--- src/rtl/lift_pkg.sv ---
// Shared lift definitions: floor count, floor index width and the
// scheduler state encoding, reused by the scheduler and the mover.
package lift_pkg;

    localparam int NUM_FLOORS = 15;
    localparam int FLOOR_W    = 4;

    typedef enum logic [1:0] {
        ST_IDLE   = 2'd0,
        ST_MOVING = 2'd1,
        ST_DOOR   = 2'd2
    } lift_state_t;

endpackage

--- src/rtl/lift_nearest_pick.sv ---
// Combinational search for the closest pending floor at or beyond the
// current floor in the given direction (dir = 1 searches upward).
module lift_nearest_pick
    import lift_pkg::*;
#(
    parameter int NUM_FLOORS = lift_pkg::NUM_FLOORS
) (
    input  logic [NUM_FLOORS-1:0] pending,
    input  logic [FLOOR_W-1:0]    floor,
    input  logic                  dir,
    output logic                  found,
    output logic [FLOOR_W-1:0]    nearest
);

    // Scan away from the search direction so the last hit is the closest one.
    always_comb begin
        found   = 1'b0;
        nearest = floor;
        if (dir) begin
            for (int i = NUM_FLOORS - 1; i >= 0; i--) begin
                if (pending[i] && (i >= int'(floor))) begin
                    found   = 1'b1;
                    nearest = FLOOR_W'(i);
                end
            end
        end else begin
            for (int i = 0; i < NUM_FLOORS; i++) begin
                if (pending[i] && (i <= int'(floor))) begin
                    found   = 1'b1;
                    nearest = FLOOR_W'(i);
                end
            end
        end
    end

endmodule

--- src/rtl/lift_request_scheduler.sv ---
// Collects call-button requests into a pending bitmap and steers the mover
// floor by floor, keeping direction until nothing is left that way.
module lift_request_scheduler
    import lift_pkg::*;
#(
    parameter int NUM_FLOORS = lift_pkg::NUM_FLOORS,
    parameter int DOOR_TICKS = 100_000_000
) (
    input  logic                  clk,
    input  logic                  rst,
    input  logic                  btn_set,
    input  logic [FLOOR_W-1:0]    sw,
    input  logic [FLOOR_W-1:0]    floor,
    output logic [FLOOR_W-1:0]    target_floor,
    output logic [NUM_FLOORS-1:0] pending,
    output logic                  dir_up,
    output logic                  door_open,
    output lift_state_t           state_dbg
);

    localparam int DWELL_W = $clog2(DOOR_TICKS + 1);
    localparam logic [DWELL_W-1:0]    DWELL_LAST = DWELL_W'(DOOR_TICKS - 1);
    localparam logic [NUM_FLOORS-1:0] ONE_HOT0   = NUM_FLOORS'(1);

    lift_state_t           state, state_n;
    logic [FLOOR_W-1:0]    target_n;
    logic [NUM_FLOORS-1:0] pending_n, set_mask, clr_mask, floor_mask, sw_mask;
    logic                  dir_n;
    logic [DWELL_W-1:0]    dwell, dwell_n;

    logic       btn_meta, btn_sync, btn_prev, armed;
    logic [1:0] prime;
    logic       set_pulse, floor_ok, sw_ok, at_call;
    logic       fwd_found, rev_found;
    logic [FLOOR_W-1:0] fwd_floor, rev_floor;

    // The button must be seen released after the synchronizer has refilled
    // out of reset before any edge counts, so a held button is ignored.
    always_ff @(posedge clk or posedge rst) begin
        if (rst) begin
            btn_meta <= 1'b0;
            btn_sync <= 1'b0;
            btn_prev <= 1'b0;
            prime    <= 2'b00;
            armed    <= 1'b0;
        end else begin
            btn_meta <= btn_set;
            btn_sync <= btn_meta;
            btn_prev <= btn_sync;
            prime    <= {prime[0], 1'b1};
            armed    <= armed | (prime[1] & ~btn_sync);
        end
    end

    assign set_pulse  = armed & btn_sync & ~btn_prev;
    assign floor_ok   = int'(floor) < NUM_FLOORS;
    assign sw_ok      = int'(sw) < NUM_FLOORS;
    assign floor_mask = floor_ok ? (ONE_HOT0 << floor) : '0;
    assign sw_mask    = sw_ok ? (ONE_HOT0 << sw) : '0;
    assign at_call    = |(pending & floor_mask);

    lift_nearest_pick #(.NUM_FLOORS(NUM_FLOORS)) u_pick_fwd (
        .pending (pending),
        .floor   (floor),
        .dir     (dir_up),
        .found   (fwd_found),
        .nearest (fwd_floor)
    );

    lift_nearest_pick #(.NUM_FLOORS(NUM_FLOORS)) u_pick_rev (
        .pending (pending),
        .floor   (floor),
        .dir     (~dir_up),
        .found   (rev_found),
        .nearest (rev_floor)
    );

    always_comb begin
        state_n  = state;
        target_n = target_floor;
        dir_n    = dir_up;
        dwell_n  = dwell;
        clr_mask = '0;
        set_mask = set_pulse ? sw_mask : '0;
        case (state)
            ST_IDLE: begin
                if (at_call) begin
                    clr_mask = floor_mask;
                    target_n = floor;
                    dwell_n  = '0;
                    state_n  = ST_DOOR;
                end else if (fwd_found) begin
                    target_n = fwd_floor;
                    state_n  = ST_MOVING;
                end else if (rev_found) begin
                    dir_n    = ~dir_up;
                    target_n = rev_floor;
                    state_n  = ST_MOVING;
                end else if (floor_ok) begin
                    target_n = floor;
                end
            end
            ST_MOVING: begin
                // Direction is frozen here; only IDLE may turn the car round.
                if (at_call) begin
                    clr_mask = floor_mask;
                    target_n = floor;
                    dwell_n  = '0;
                    state_n  = ST_DOOR;
                end else if (fwd_found) begin
                    target_n = fwd_floor;
                end else begin
                    state_n = ST_IDLE;
                end
            end
            ST_DOOR: begin
                if (floor_ok) target_n = floor;
                if (set_pulse && (sw == floor)) begin
                    set_mask = '0;
                    dwell_n  = '0;
                end else if (dwell == DWELL_LAST) begin
                    state_n = ST_IDLE;
                end else begin
                    dwell_n = dwell + 1'b1;
                end
            end
            default: state_n = ST_IDLE;
        endcase
        pending_n = (pending | set_mask) & ~clr_mask;
    end

    always_ff @(posedge clk or posedge rst) begin
        if (rst) begin
            state        <= ST_IDLE;
            pending      <= '0;
            target_floor <= '0;
            dir_up       <= 1'b1;
            door_open    <= 1'b0;
            dwell        <= '0;
        end else begin
            state        <= state_n;
            pending      <= pending_n;
            target_floor <= target_n;
            dir_up       <= dir_n;
            door_open    <= (state_n == ST_DOOR);
            dwell        <= dwell_n;
        end
    end

    assign state_dbg = state;

endmodule

--- config.mk ---
export PLATFORM = sky130hd
export DESIGN_NAME = lift_request_scheduler
export DESIGN_NICKNAME = d
export VERILOG_FILES = /design/src/rtl/lift_pkg.sv /design/src/rtl/lift_nearest_pick.sv /design/src/rtl/lift_request_scheduler.sv
export SDC_FILE = /design/constraint.sdc
export NUM_CORES = 1
export LEC_CHECK = 0
export ABC_AREA = 1
export CAP_MARGIN = 10
export CELL_PAD_IN_SITES_DETAIL_PLACEMENT = 1
export CELL_PAD_IN_SITES_GLOBAL_PLACEMENT = 1
export CORE_UTILIZATION = 40
export CTS_CLUSTER_DIAMETER = 60
export CTS_CLUSTER_SIZE = 30
export DETAILED_ROUTE_END_ITERATION = 16
export PLACE_DENSITY = 0.78
export SLEW_MARGIN = 40
export SYNTH_ARGS = -nofsm -noshare
export SYNTH_HDL_FRONTEND = slang
export SYNTH_SLANG_ARGS = --single-unit
--- constraint.sdc ---
create_clock -name clk -period 4.6 [get_ports clk]
set_input_delay 1.38 -clock clk [delete_from_list [all_inputs] [get_ports clk]]
set_output_delay 1.38 -clock clk [all_outputs]
set_load 0.02 [all_outputs]
== Yosys cells after proc, flatten, opt, wreduce, memory -nomap -nowiden ==
Index checks and enable logic that the tools add are counted.

* Reductions and logical operators: 38
* Magnitude comparators: 31
* Equality and inequality tests: 8
* Shifts and indexed selects: 2
* Bitwise logic cells: 13
* Mux-type cells: 90
* Add/sub/neg operators: 1

{| class="wikitable"
|+ Operator list
! kind !! count
|-
| $mux W4 || 38
|-
| $mux W15 || 7
|-
| $mux W27 || 3
|-
| $pmux W27 S2 || 1
|-
| $mux W1 || 32
|-
| $and A15 B15 Y15 || 2
|-
| $logic_and A1 B1 Y1 || 30
|-
| $shl A1 B4 Y15 const A || 2
|-
| $ge A4 B4 Y1 const A || 7
|-
| $le A4 B4 Y1 const A || 7
|-
| $add A27 B1 Y27 const B || 1
|-
| $eq A27 B27 Y1 const B || 1
|-
| $ge A3 B4 Y1 const A || 4
|-
| $le A3 B4 Y1 const A || 4
|-
| $not A15 Y15 || 1
|-
| $or A15 B15 Y15 || 1
|-
| $reduce_or A15 Y1 || 1
|-
| $mux W2 || 7
|-
| $pmux W4 S3 || 1
|-
| $ge A1 B4 Y1 const A || 2
|-
| $ge A2 B4 Y1 const A || 2
|-
| $le A2 B4 Y1 const A || 2
|-
| $lt A4 B4 Y1 const B || 2
|-
| $ne A3 B3 Y1 const B || 2
|-
| other kinds (16) || 23
|}

* Logic and storage cells: 194
* Bits in registers: 56
* Input bits: 11
* Output and inout bits: 23

== Logic depth before layout (Yosys ltp) ==
Gate-level depths: netlist (run 1).

* Depth in word-level cells: 23
* Gate-level depth with buffers: 26
* Gate-level depth less buffers: 25

== Cells and area by module ==
A second synthesis (run 1) with hierarchy kept.

* Cells, all modules: 852
* Area, all modules: 5,228.8 µm²

{| class="wikitable"
|+ By module, submodules not included
! module !! seq. area each (µm²) !! times used !! cells each !! area an instance (µm²)
|-
| lift_request_scheduler || 1,402.6 || 1 || 562 || 3,985.1
|-
| lift_nearest_pick || 0.0 || 2 || 145 || 621.8
|}

== Worst setup path before layout (run 1) ==
OpenSTA, ideal clock, no wires.

* Path type: input-to-reg
* From: input floor[2]
* To: register target_floor[2]
* Cell stages on the path: 17
* Slack: 1,539 ps
* Buffers on the path: 1
* Data arrival time: 2,939 ps
* Path through: buf_6 nor2_4 inv_2 o21ai_0 nand2_1 nor2_1 nand2_1 nor2_2 o21ai_2 inv_2 a21oi_1 o21ai_0 nand2_1 o21ai_0 nand2_1 nand2_1 o21ai_1

* Longest elaborated chain between the ends: 22

{| class="wikitable"
|+ Ends and longest elaborated chain
! what !! RTL line !! RTL
|-
| start: declaration || lift_request_scheduler.sv:13 || <nowiki>input logic [FLOOR_W-1:0] floor,</nowiki>
|-
| $ge A4 B4 Y1 || lift_nearest_pick.sv:21 || <nowiki>if (pending[i] && (i >= int'(floor))) begin</nowiki>
|-
| $logic_and A1 B1 Y1 || lift_nearest_pick.sv:21 ||
|-
| $mux W4 or $mux W1 (tied branches) (15 in series) || lift_nearest_pick.sv:21 ||
|-
| $mux W4 or $mux W1 (tied branches) || lift_nearest_pick.sv:19 || <nowiki>if (dir) begin</nowiki>
|-
| $mux W4 || lift_request_scheduler.sv:95 || <nowiki>end else if (rev_found) begin</nowiki>
|-
| $mux W4 || lift_request_scheduler.sv:92 || <nowiki>end else if (fwd_found) begin</nowiki>
|-
| $mux W4 || lift_request_scheduler.sv:87 || <nowiki>if (at_call) begin</nowiki>
|-
| $pmux W4 S3 || lift_request_scheduler.sv:85 || <nowiki>case (state)</nowiki>
|-
| end signal: assignment || lift_request_scheduler.sv:143 || <nowiki>target_floor <= target_n;</nowiki>
|-
| end: declaration || lift_request_scheduler.sv:14 || <nowiki>output logic [FLOOR_W-1:0] target_floor,</nowiki>
|}

Several ways; a longest one is shown, not always the timed one. The select of a mux whose other input is x is not followed.
A chain may end at the register's enable or synchronous reset.

== Worst setup path after layout (run 1) ==
* From: input floor[0]
* To: register dwell[12]

* Longest elaborated chain between the ends: 6

{| class="wikitable"
|+ Ends and longest elaborated chain
! what !! RTL line !! RTL
|-
| $lt A4 B4 Y1 or $shl A1 B4 Y15 (tied branches) || lift_request_scheduler.sv:56, lift_request_scheduler.sv:58 ||
|-
| $mux W15 || lift_request_scheduler.sv:58 || <nowiki>assign floor_mask = floor_ok ? (ONE_HOT0 << floor) : '0;</nowiki>
|-
| $and A15 B15 Y15 || lift_request_scheduler.sv:60 || <nowiki>assign at_call = |(pending & floor_mask);</nowiki>
|-
| $reduce_or A15 Y1 || lift_request_scheduler.sv:60 ||
|-
| $ne A2 B1 Y1 (no line) || -- ||
|-
| $reduce_and A3 Y1 (no line) || -- ||
|-
| end signal: assignment || lift_request_scheduler.sv:146 || <nowiki>dwell <= dwell_n;</nowiki>
|-
| end: declaration || lift_request_scheduler.sv:29 || <nowiki>logic [DWELL_W-1:0] dwell, dwell_n;</nowiki>
|}

Several ways; a longest one is shown, not always the timed one.

==> results of run 1 <==
cell usage in the layout (no fill, tap or decap), drive strengths merged, types with 2 or more instances in the layout:
cell | netlist | final
nand2 | 137 | 137
inv | 91 | 93
nor2 | 72 | 72
dfrtp | 55 | 55
a21oi | 44 | 44
o21ai | 40 | 40
clkdlybuf4s50 | 0 | 33
nand3 | 33 | 33
nor3 | 22 | 22
nand4 | 18 | 18
a22oi | 10 | 10
a31oi | 8 | 8
ha | 6 | 6
nor4 | 6 | 6
clkbuf | 5 | 5
xnor2 | 4 | 4
xor2 | 3 | 3
o211ai | 3 | 3
buf | 8 | 3
and3 | 2 | 2
clkinv | 2 | 2
a2bb2oi | 2 | 2
o31ai | 2 | 2
nor3b | 2 | 2
nand3b | 2 | 2
o21bai | 2 | 2
a211oi | 2 | 2
o221a | 2 | 2
or2 | 2 | 2
layout make-up:
cell class,count,area [um2]
clock buffers,5,68.82
inverters,93,354.1
multi-input cells,427,2228
flip-flops and latches,56,1403
repair buffers,36,352.8
clock inverters,3,25.02
well taps,133,166.4
fillers,1332,5221
through the flow:
| stage | total power, mW | utilization (%) | instance area [um2] |
|---|---|---|---|
| final | 2.550 | 46.83 | 4598 |
| after global routing | 2.763 | 46.83 | 4598 |
| after CTS | 2.574 | 46.83 | 4598 |
| after detailed placement | 2.269 | 45.87 | 4504 |
| after global placement | 2.225 | 45.87 | 4504 |
| after floorplan | 1.765 | - | 4075 |
power by group through the flow:
stage / Clock (mW) / Sequential [mW] / Combinational [mW]
after floorplan: 0 / 0.811 / 0.954
after global placement: 0 / 0.741 / 1.48
after detailed placement: 0 / 0.745 / 1.52
after CTS: 0.307 / 0.734 / 1.53
after global routing: 0.317 / 0.753 / 1.69
final: 0.290 / 0.739 / 1.52
registers in the layout, indices dropped and copies added (netlist names), 2 cells and up:
register and flops:
prime 2, state_dbg 2, pending 15, dwell 27, target_floor 4
how the worst max path moves through the flow:
stage / slack [ps] / from / depth (start not counted) / end
finish: 380 / floor[0] / 14 / dwell[12]
global route: 160 / floor[0] / 14 / dwell[12]
CTS: 410 / floor[0] / 14 / dwell[12]
detailed placement: 30 / floor[0] / 14 / dwell[12]
global placement: 140 / floor[0] / 14 / dwell[12]
floorplan: 1540 / floor[2] / 17 / target_floor[2]
cell families (layout without fill, tap and decap cells):
family	count (synthesis)	in the layout	synth area share, %
DFF	56	56	34.42
buffers and inverters	106	137	10.90
xor gates and xnor gates	7	7	1.504
adders and majority gates	6	6	1.842
and+or+nand+nor	296	296	33.80
AOI/OAI and AO/OA	117	117	17.44
other	1	1	0.09202
layer usage:
layer / track usage (%) / vias up / share of wire [%]
met2: 46.26 / 89 / 51
met3: 2.712 / 22 / 3.3
met1: 30.35 / 2021 / 43
met5: 0 / - / 0
li1: - / 2011 / -
met4: 10.51 / 0 / 2.5
==> summary.txt, run 1 <==
Floorplanning
  – I/O pin cnt: 34
  – Die Width: 102.9 um
  – Placeable Area: 0.009819 mm2
  – # rows: 36
  – Die H: 102.9 um
  – Die Area: 0.01060 mm2
  – Effective utilization at floorplan: 41.50%

STA
  – Setup TNS: 0 ps
  – Final worst setup slack: 377.1 ps
  – Final Hold Slack: 366.0 ps
  – Relative slew slack: 53.24%
  – Skew final: 11.96 ps
  – Slew @ Worst Pin: 700.3 ps
  – Fmax: 236.8 MHz
  – Hold Fails Final Rpt: 0
  – Final worst-path cycle share: 91.80%
  – Fin crit period: 4223 ps
  – Fin. max-slew vios: 0
  – RSZ-0062 raised after global routing: false
  – Final setup violation count: 0

CTS
  – Skew-Pair Late Insertion Delay: 320 ps
  – CTS tree: done
  – CTS Buffer Depth: 2
  – # Post-CTS Setup Buffers: 0
  – Root Driver: clkbuf_8
  – H-tree depth: 2
  – # hold bufs at CTS: 0
  – Clock Sinks: 56
  – Post_cts resized: 0
  – Clock-pin slew on the worst setup and hold paths: 110 ps
  – TritonCTS Buffers: 5

Worst setup path
  – CP max-delay cell: clkdlybuf4s50_1
  – CP max FO: 16
  – Worst Path Arrival: 4440 ps
  – Worst r2r dst: dwell[12]
  – Most frequent CP cell: inv_2
  – Cell Chain, Critical Path: clkdlybuf4s50_1 -> nand2_2 -> inv_2 -> nand2_1 -> nor2_1 -> nor4_1 -> nand4_2 -> inv_2 -> a21oi_4 -> inv_4 -> nor2_4 -> inv_2 -> o21ai_1 -> a2bb2oi_1
  – Critical Path RT: 4810 ps
  – Crit Path Category: input pin to flip-flop
  – RR Startpoint: state_dbg[1]
  – CP delay by family, top: buffers and inverters
  – CP max stage delay: 810 ps
  – Worst path buffer plus inverter count: 5
  – CP startpoint kind: input pin
  – Worst reg-to-reg path cell count: 10
  – CP endpoint kind: flip-flop
  – FF-to-FF setup slack: 1550 ps

Placed design
  – Placed insts: 745
  – Pre-CTS setup slack: 34.87 ps
  – GP Congestion: 0.9241
  – I/O Buffers: 33
  – Post-DP HPWL: 10210 um

Power and ir drop
  – Switching Share: 51.01%
  – Power share of the combinational group: 59.6%
  – Sw Pwr: 1.301 mW
  – Int Power: 1.249 mW
  – PwrDens: 554.5 mW/mm2
  – Sequential fraction of design power: 29.0%
  – P_leak: 2.061 nW
  – Max IR drop VDD: 0.0001833 V
  – Clock network power share: 11.4%

Routing
  – Mean routed wirelength per cell: 16.78 um
  – Final ANT Viol Nets: 0
  – DRT iter0 DRCs: 102
  – DR DRC count: 0
  – Via-per-instance ratio: 5.502
  – WL final: 12630 um
  – DR pass1 iterations: 5
  – Number of vias in the routed layout: 4143

Synth
  – Ys async rst share: 100.0%
  – Commonest cells post-synth: nand2_1, inv_1, nor2_1
  – Synth top area cells: dfrtp_1, nand2_1, inv_1
  – Netlist cell types: 49
  – Count leader, synth: nand2_1
  – Synth Register Bits: 56
  – Post-synth top area cell: dfrtp_1
  – Primary FF master, synth: dfrtp_1
  – Avg Inst Size Synth: 6.919 um2
  – Number of synthesized flops with an enable pin: 0
  – Mapped Area: 0.004075 mm2
  – Synth Instances: 589
  – Yosys top cell area share: 33.77%
  – Post-synthesis sequential area ratio: 34.42%
  – Yosys warns: 0
  – Synth Net Count: 606

Min path
  – Hold path depth: 0
  – Kind of path behind the tightest hold check: flip-flop to flip-flop
  – Hold Crit Endpoint: prime[1]
  – Worst hold start: prime[0]

GRT
  – GR Overflow Total: 0
  – GRT Overall Usage: 25.38%
  – Initial antenna violation count: 0
  – Largest net degree at the start of global routing: 34
  – Vias in the first global route: 4270
  – First-pass GRT wire length: 20570 um

Final layout
  – N_diodes: 0
  – Share of layout cells above drive strength 1: 9.194%
  – Layout area overhead: 12.83%
  – Fin nets: 636
  – Layout Cells excl Fill: 753

Flow run
  – MaxCap Viol Count: 0

Outcome
  – Outcome: finished clean
(Power assumes the default switching activity.)
==> inputs of run 2 (changes only) <==
Settings changed: CORE_ASPECT_RATIO set to 1.1, CORE_MARGIN set to 2.
==> run 2 against run 1 <==
Against the previous run: utilization is 0.066 points lower; sequential share of layout area is 0.17 points lower; sequential power hardly changed; hold slack worse by 0.63 ps; combinational power hardly changed; critical path depth stayed put; sequential cell count stayed put; clock skew is 4.5 ps higher; first-iteration DRC count is 55% higher.
==> summary.txt, run 2 (synthesized netlist as in run 1, its figures left out) <==
Routing
  – WL final: 12960 um (+2.6%)
  – Via-per-instance ratio: 5.551 (+0.89%)
  – DRT iter0 DRCs: 158 (+55%)
  – Number of vias in the routed layout: 4119 (-0.58%)
  – DR pass1 iterations: 4 (-1)
  – Mean routed wirelength per cell: 17.47 um (+4.1%)
  – DR DRC count: 0 (unchanged)
  – Final ANT Viol Nets: 0 (unchanged)

Final layout
  – N_diodes: 0 (unchanged)
  – Post-layout utilization of the core: 46.76% (-0.066 points)
  – Biggest register: dwell
  – Share of layout cells above drive strength 1: 9.486% (+0.29 points)
  – Layout area overhead: 13.48%
  – Layout Cells excl Fill: 742 (-1.5%)
  – Most common cell after layout, fill and taps aside: nand2_1
  – Regs by FF count: dwell x27, pending x15, target_floor x4
  – Fin nets: 638 (+0.31%)
  – Final instance area: 0.004624 mm2 (+0.57%)
  – Most frequent cells in the layout: nand2_1, inv_1, nor2_1, dfrtp_1, a21oi_1
  – Max reg flops: 27 (unchanged)

STA
  – Relative slew slack: 61.52% (+8.3 points)
  – Setup TNS: 0 ps (unchanged)
  – Fin crit period: 4164 ps (-58.48 ps)
  – Fmax: 240.1 MHz (+1.4%)
  – Hold Fails Final Rpt: 0 (unchanged)
  – Final setup violation count: 0 (unchanged)
  – Skew final: 16.46 ps (+4.505 ps)
  – Final worst-path cycle share: 90.53% (-1.3 points)
  – Fin. max-slew vios: 0 (unchanged)
  – RSZ-0062 raised after global routing: false
  – Slew @ Worst Pin: 573.6 ps (-126.7 ps)

Placed design
  – Placed insts: 734 (-1.5%)
  – Post-DP HPWL: 10610 um (+3.9%)
  – Dpl cell area: 0.004503 mm2 (about the same)
  – GP Congestion: 0.9446 (+2.2%)
  – I/O Buffers: 33 (unchanged)

Power and ir drop
  – P_leak: 2.087 nW (+1.3%)
  – Total power: 2.629 mW (+3.1%)
  – PwrDens: 568.4 mW/mm2 (+2.5%)
  – Max IR drop VDD: 0.0002462 V (+34%)

CTS
  – # Post-CTS Setup Buffers: 0 (unchanged)
  – Post_cts resized: 0 (unchanged)
  – # hold bufs at CTS: 0 (unchanged)
  – Clock Sinks: 56 (unchanged)
  – Clock-pin slew on the worst setup and hold paths: 100 ps (about the same)
  – TritonCTS Buffers: 5 (unchanged)
  – Root Driver: clkbuf_8
  – Skew-Pair Late Insertion Delay: 330 ps (about the same)
  – CTS tree: done
  – CTS Buffer Depth: 2 (unchanged)
  – H-tree depth: 2 (unchanged)

GRT
  – Initial antenna violation count: 0 (unchanged)
  – Vias in the first global route: 4284 (+0.33%)
  – First-pass GRT wire length: 21400 um (+4.1%)
  – GR Overflow Total: 0 (unchanged)
  – GRT Overall Usage: 25.10% (-0.28 points)
  – Largest net degree at the start of global routing: 41 (+21%)

Flow run
  – MaxCap Viol Count: 0 (unchanged)

Worst setup path
  – Crit Path Category: input pin to flip-flop
  – CP endpoint kind: flip-flop
  – CP startpoint kind: input pin
  – CP max stage delay: 830 ps (+20 ps)
  – Worst Path Arrival: 4370 ps (-70 ps)
  – CP max FO: 16 (unchanged)
  – Worst path buffer plus inverter count: 4 (-1)
  – Cell Chain, Critical Path: clkdlybuf4s50_1 -> nand2_2 -> inv_2 -> nand2_1 -> nor2_1 -> nor4_1 -> nand4_2 -> inv_2 -> a21oi_4 -> nand2_1 -> nor3_2 -> inv_1 -> nor3_1 -> a211oi_1
  – CP delay by family, top: simple AND/OR/NAND/NOR gates
  – Critical Path RT: 4800 ps (about the same)
  – CP max-delay cell: clkdlybuf4s50_1

Floorplanning
  – Die Area: 0.01101 mm2 (+3.9%)
  – Die H: 109.9 um (+6.7%)
  – Placeable Area: 0.009889 mm2 (+0.71%)
  – Die Width: 100.2 um (-2.6%)
  – I/O pin cnt: 34 (unchanged)
  – # rows: 38 (+5.6%)
  – Effective utilization at floorplan: 41.21% (-0.29 points)

Outcome
  – Outcome: finished clean

Min path
  – Kind of path behind the tightest hold check: flip-flop to flip-flop
==> run 2: cell count changes in the layout (fill, tap and decap cells not counted), sizes merged <==
| cell | delta |
|---|---|
| clkinvlp | -1 |
| clkinv | +1 |
| buf | +2 |
| bufinv | +1 |
| inv | -2 |
| clkbuf | +1 |
==> run 2: worst reg2reg max path, cell delays in order (launching register included) <==
cell	delay (ps)
dfrtp_1	460
inv_1	110
ha_1	300
nor2_1	140
clkinv_1	470
a21oi_4	610
nand2_1	180
nor3_2	280
inv_1	110
nor3_1	150
a211oi_1	60
==> run 2: worst paths after layout <==
check,from,endpoint,slack (ps),cells past startpoint
max reg2reg,state_dbg[1],dwell[9],1600,10
min reg2reg,prime[0],prime[1],370,0
max,floor[0],dwell[9],440,14
max in group asynchronous,rst,dwell[4],2420,3
min,prime[0],prime[1],370,0
min in group asynchronous,rst,prime[0],1330,2
==> run 2: per-stage QoR <==
step                      setup WS (ps)  hold WS [ps]
after floorplan                    1539         331.2
after global placement            213.5         332.5
after detailed placement          130.0         350.3
after CTS                         480.6         375.4
after global routing              204.1         385.8
final                             435.6         365.4
==> run 2: per-layer routing <==
layer,global-route usage (%),wire length [um],up-vias
met5,0,0,-
met4,11.35,450,0
met3,2.988,380,31
met2,46.50,6830,77
met1,28.85,5299,2010
li1,-,-,2001
==> run 2: area by class of cell <==
cell class                      instances  area (um2)
Fill cell                            1294        5265
Clock inverter                          2       38.79
Multi-Input combinational cell        427        2228
Tap cell                              120       150.1
Inverter                               93       354.1
Clock buffer                            6       82.58
Timing Repair Buffer                   38       367.9
Sequential cell                        56        1403
==> run 2: report_power, final <==
| group | total [mW] | switching [mW] | internal [mW] |
|---|---|---|---|
| Clock | 0.349 | 0.171 | 0.178 |
| Sequential | 0.736 | 0.134 | 0.602 |
| Combinational | 1.54 | 0.997 | 0.547 |
| Total | 2.63 | 1.30 | 1.33 |
==> inputs of run 3 (changes only) <==
Settings changed: HOLD_SLACK_MARGIN set to 0.03.
Clock period 4.6 ns to 4.1 ns, I/O delays scaled along.
==> run 3 against run 2 <==
Against the previous run: non-clock buffer count is 8 higher; hold slack better by 0.52 ps; die area stayed put; sequential cell count stayed put; register-to-register slack worse by 320 ps.
==> summary.txt, run 3 (synthesized netlist as in run 1, its figures left out) <==
STA
  – Hold Fails Final Rpt: 0 (unchanged)
  – Fmax: 268.3 MHz
  – Fin crit period: 3727 ps
  – Skew final: 15.42 ps (-1.044 ps)
  – RSZ-0062 raised after global routing: false
  – Final Hold Slack: 365.9 ps (+0.5190 ps)
  – Fin. max-slew vios: 0 (unchanged)
  – Final worst-path cycle share: 90.91%
  – Relative slew slack: 59.59% (-1.9 points)
  – Final setup violation count: 0 (unchanged)
  – Setup TNS: 0 ps (unchanged)
  – Slew @ Worst Pin: 600.7 ps (+27.07 ps)

Routing
  – DRT iter0 DRCs: 181 (+15%)
  – Final ANT Viol Nets: 0 (unchanged)
  – DR pass1 iterations: 4 (unchanged)
  – Number of vias in the routed layout: 4104 (-0.36%)
  – Via-per-instance ratio: 5.472 (-1.4%)
  – WL final: 13060 um (+0.80%)
  – DR DRC count: 0 (unchanged)
  – Mean routed wirelength per cell: 17.42 um (-0.27%)

CTS
  – Clock Sinks: 56 (unchanged)
  – # Post-CTS Setup Buffers: 0 (unchanged)
  – H-tree depth: 2 (unchanged)
  – # hold bufs at CTS: 0 (unchanged)
  – Root Driver: clkbuf_8
  – CTS tree: done
  – Skew-Pair Late Insertion Delay: 330 ps (about the same)
  – Clock-pin slew on the worst setup and hold paths: 110 ps (about the same)
  – TritonCTS Buffers: 5 (unchanged)
  – Post_cts resized: 0 (unchanged)
  – CTS Buffer Depth: 2 (unchanged)

Worst setup path
  – CP startpoint kind: input pin
  – Crit Path Category: input pin to flip-flop
  – CP endpoint kind: flip-flop
  – RR Startpoint: state_dbg[1]
  – CP max FO: 10 (-6)
  – Worst reg-to-reg path cell count: 9 (-1)
  – Worst r2r dst: dwell[7]
  – Worst Path Arrival: 3940 ps (-430 ps)
  – FF-to-FF setup slack: 1280 ps (-320 ps)
  – Critical Path RT: 4320 ps (-480 ps)

Min path
  – Kind of path behind the tightest hold check: flip-flop to flip-flop
  – Worst hold start: prime[0]
  – Hold path depth: 0 (unchanged)
  – Hold Crit Endpoint: prime[1]

Placed design
  – GP Congestion: 0.9262 (-1.9%)
  – Post-DP HPWL: 10690 um (+0.80%)
  – I/O Buffers: 33 (unchanged)

Final layout
  – Biggest register: dwell
  – Most frequent cells in the layout: nand2_1, inv_1, nor2_1, dfrtp_1, a21oi_1
  – Most common cell after layout, fill and taps aside: nand2_1
  – Layout area overhead: 15.14%
  – N_diodes: 0 (unchanged)
  – Share of layout cells above drive strength 1: 10.63% (+1.1 points)
  – Regs by FF count: dwell x27, pending x15, target_floor x4
  – Post-layout utilization of the core: 47.44% (+0.68 points)
  – Number of fill cells: 1285 (-0.70%)
  – Max reg flops: 27 (unchanged)
  – Fin nets: 646 (+1.3%)

GRT
  – Largest net degree at the start of global routing: 28 (-32%)
  – First-pass GRT wire length: 21910 um (+2.4%)
  – GR Overflow Total: 0 (unchanged)
  – Vias in the first global route: 4302 (+0.42%)
  – Initial antenna violation count: 0 (unchanged)
  – GRT Overall Usage: 25.38% (+0.28 points)

Floorplanning
  – # rows: 38 (unchanged)
  – Placeable Area: 0.009889 mm2 (unchanged)
  – Effective utilization at floorplan: 41.21% (unchanged)
  – Die H: 109.9 um (unchanged)
  – Die Width: 100.2 um (unchanged)
  – I/O pin cnt: 34 (unchanged)
  – Die Area: 0.01101 mm2 (unchanged)

Power and ir drop
  – Max IR drop VDD: 0.0002379 V (-3.4%)
  – Sw Pwr: 1.486 mW (+14%)
  – Total power: 2.979 mW (+13%)
  – P_leak: 2.126 nW (+1.9%)
  – Switching Share: 49.89% (+0.37 points)
  – Sequential fraction of design power: 27.8% (-0.2 points)
  – Int Power: 1.493 mW (+12%)
  – PwrDens: 634.8 mW/mm2 (+12%)
  – Clock network power share: 13.1% (-0.2 points)
  – Power share of the combinational group: 59.1% (+0.4 points)

Flow run
  – MaxCap Viol Count: 0 (unchanged)

Outcome
  – Outcome: finished clean
[run 3: cell types whose count changed in the layout (fill, tap and decap cells not counted), sizes merged]
cell | previous run | this run
clkinv | 3 | 4
buf | 5 | 13
clkbuf | 6 | 5
[run 3: layout make-up]
class	count	area (um2)	share of cell area (%)
well taps	120	150.1	3.200
inverters	93	354.1	7.547
clock buffers	5	68.82	1.467
clock inverters	3	47.55	1.013
multi-input cells	427	2228	47.49
flip-flops and latches	56	1403	29.89
repair buffers	46	440.4	9.387
[run 3: per-stage QoR]
| stage | worst slack (ps) | area (um2) | instances |
|---|---|---|---|
| after detailed placement | 12.86 | 4576 | 742 |
| after global routing | 203.9 | 4692 | 750 |
| after global placement | 106.4 | 4576 | 742 |
| after floorplan | 1189 | 4075 | 589 |
| final | 372.8 | 4692 | 750 |
| after CTS | 356.0 | 4692 | 750 |
[run 3: how the worst max path moves through the flow]
| stage | from | to | slack, ps | cells after the start |
|---|---|---|---|---|
| 3_3_place_gp | floor[1] | dwell[12] | 110 | 14 |
| 4_1_cts | floor[1] | dwell[12] | 360 | 14 |
| 3_5_place_dp | floor[1] | dwell[12] | 10 | 14 |
| 6_report | floor[1] | dwell[4] | 370 | 13 |
| 2_1_floorplan | floor[2] | target_floor[2] | 1190 | 17 |
| 5_1_grt | floor[1] | target_floor[2] | 200 | 19 |
[run 3: metal layers]
| metal | GRT usage [%] | part of all wire, % | vias up |
|---|---|---|---|
| met5 | 0 | 0 | - |
| met3 | 2.924 | 3.0 | 18 |
| li1 | - | - | 2024 |
| met4 | 6.849 | 1.7 | 0 |
| met2 | 47.32 | 53 | 73 |
| met1 | 30.86 | 42 | 1989 |
[run 3: critical path: stages]
cell and delay, ps:
clkdlybuf4s50_1 640, nand2_2 200, inv_2 90, nand2_1 100
nor2_1 70, nor4_1 560, nand4_2 190, inv_2 140
a21oi_4 100, inv_4 150, nor2_4 50, buf_4 170
a221oi_1 230
[run 3: power groups by stage]
stage                     clock [mW]  combinational (mW)  sequential [mW]
after floorplan                    0                1.07            0.910
after global routing           0.423                1.96            0.846
after CTS                      0.400                1.77            0.827
after detailed placement           0                1.76            0.837
final                          0.390                1.76            0.827
after global placement             0                1.72            0.834
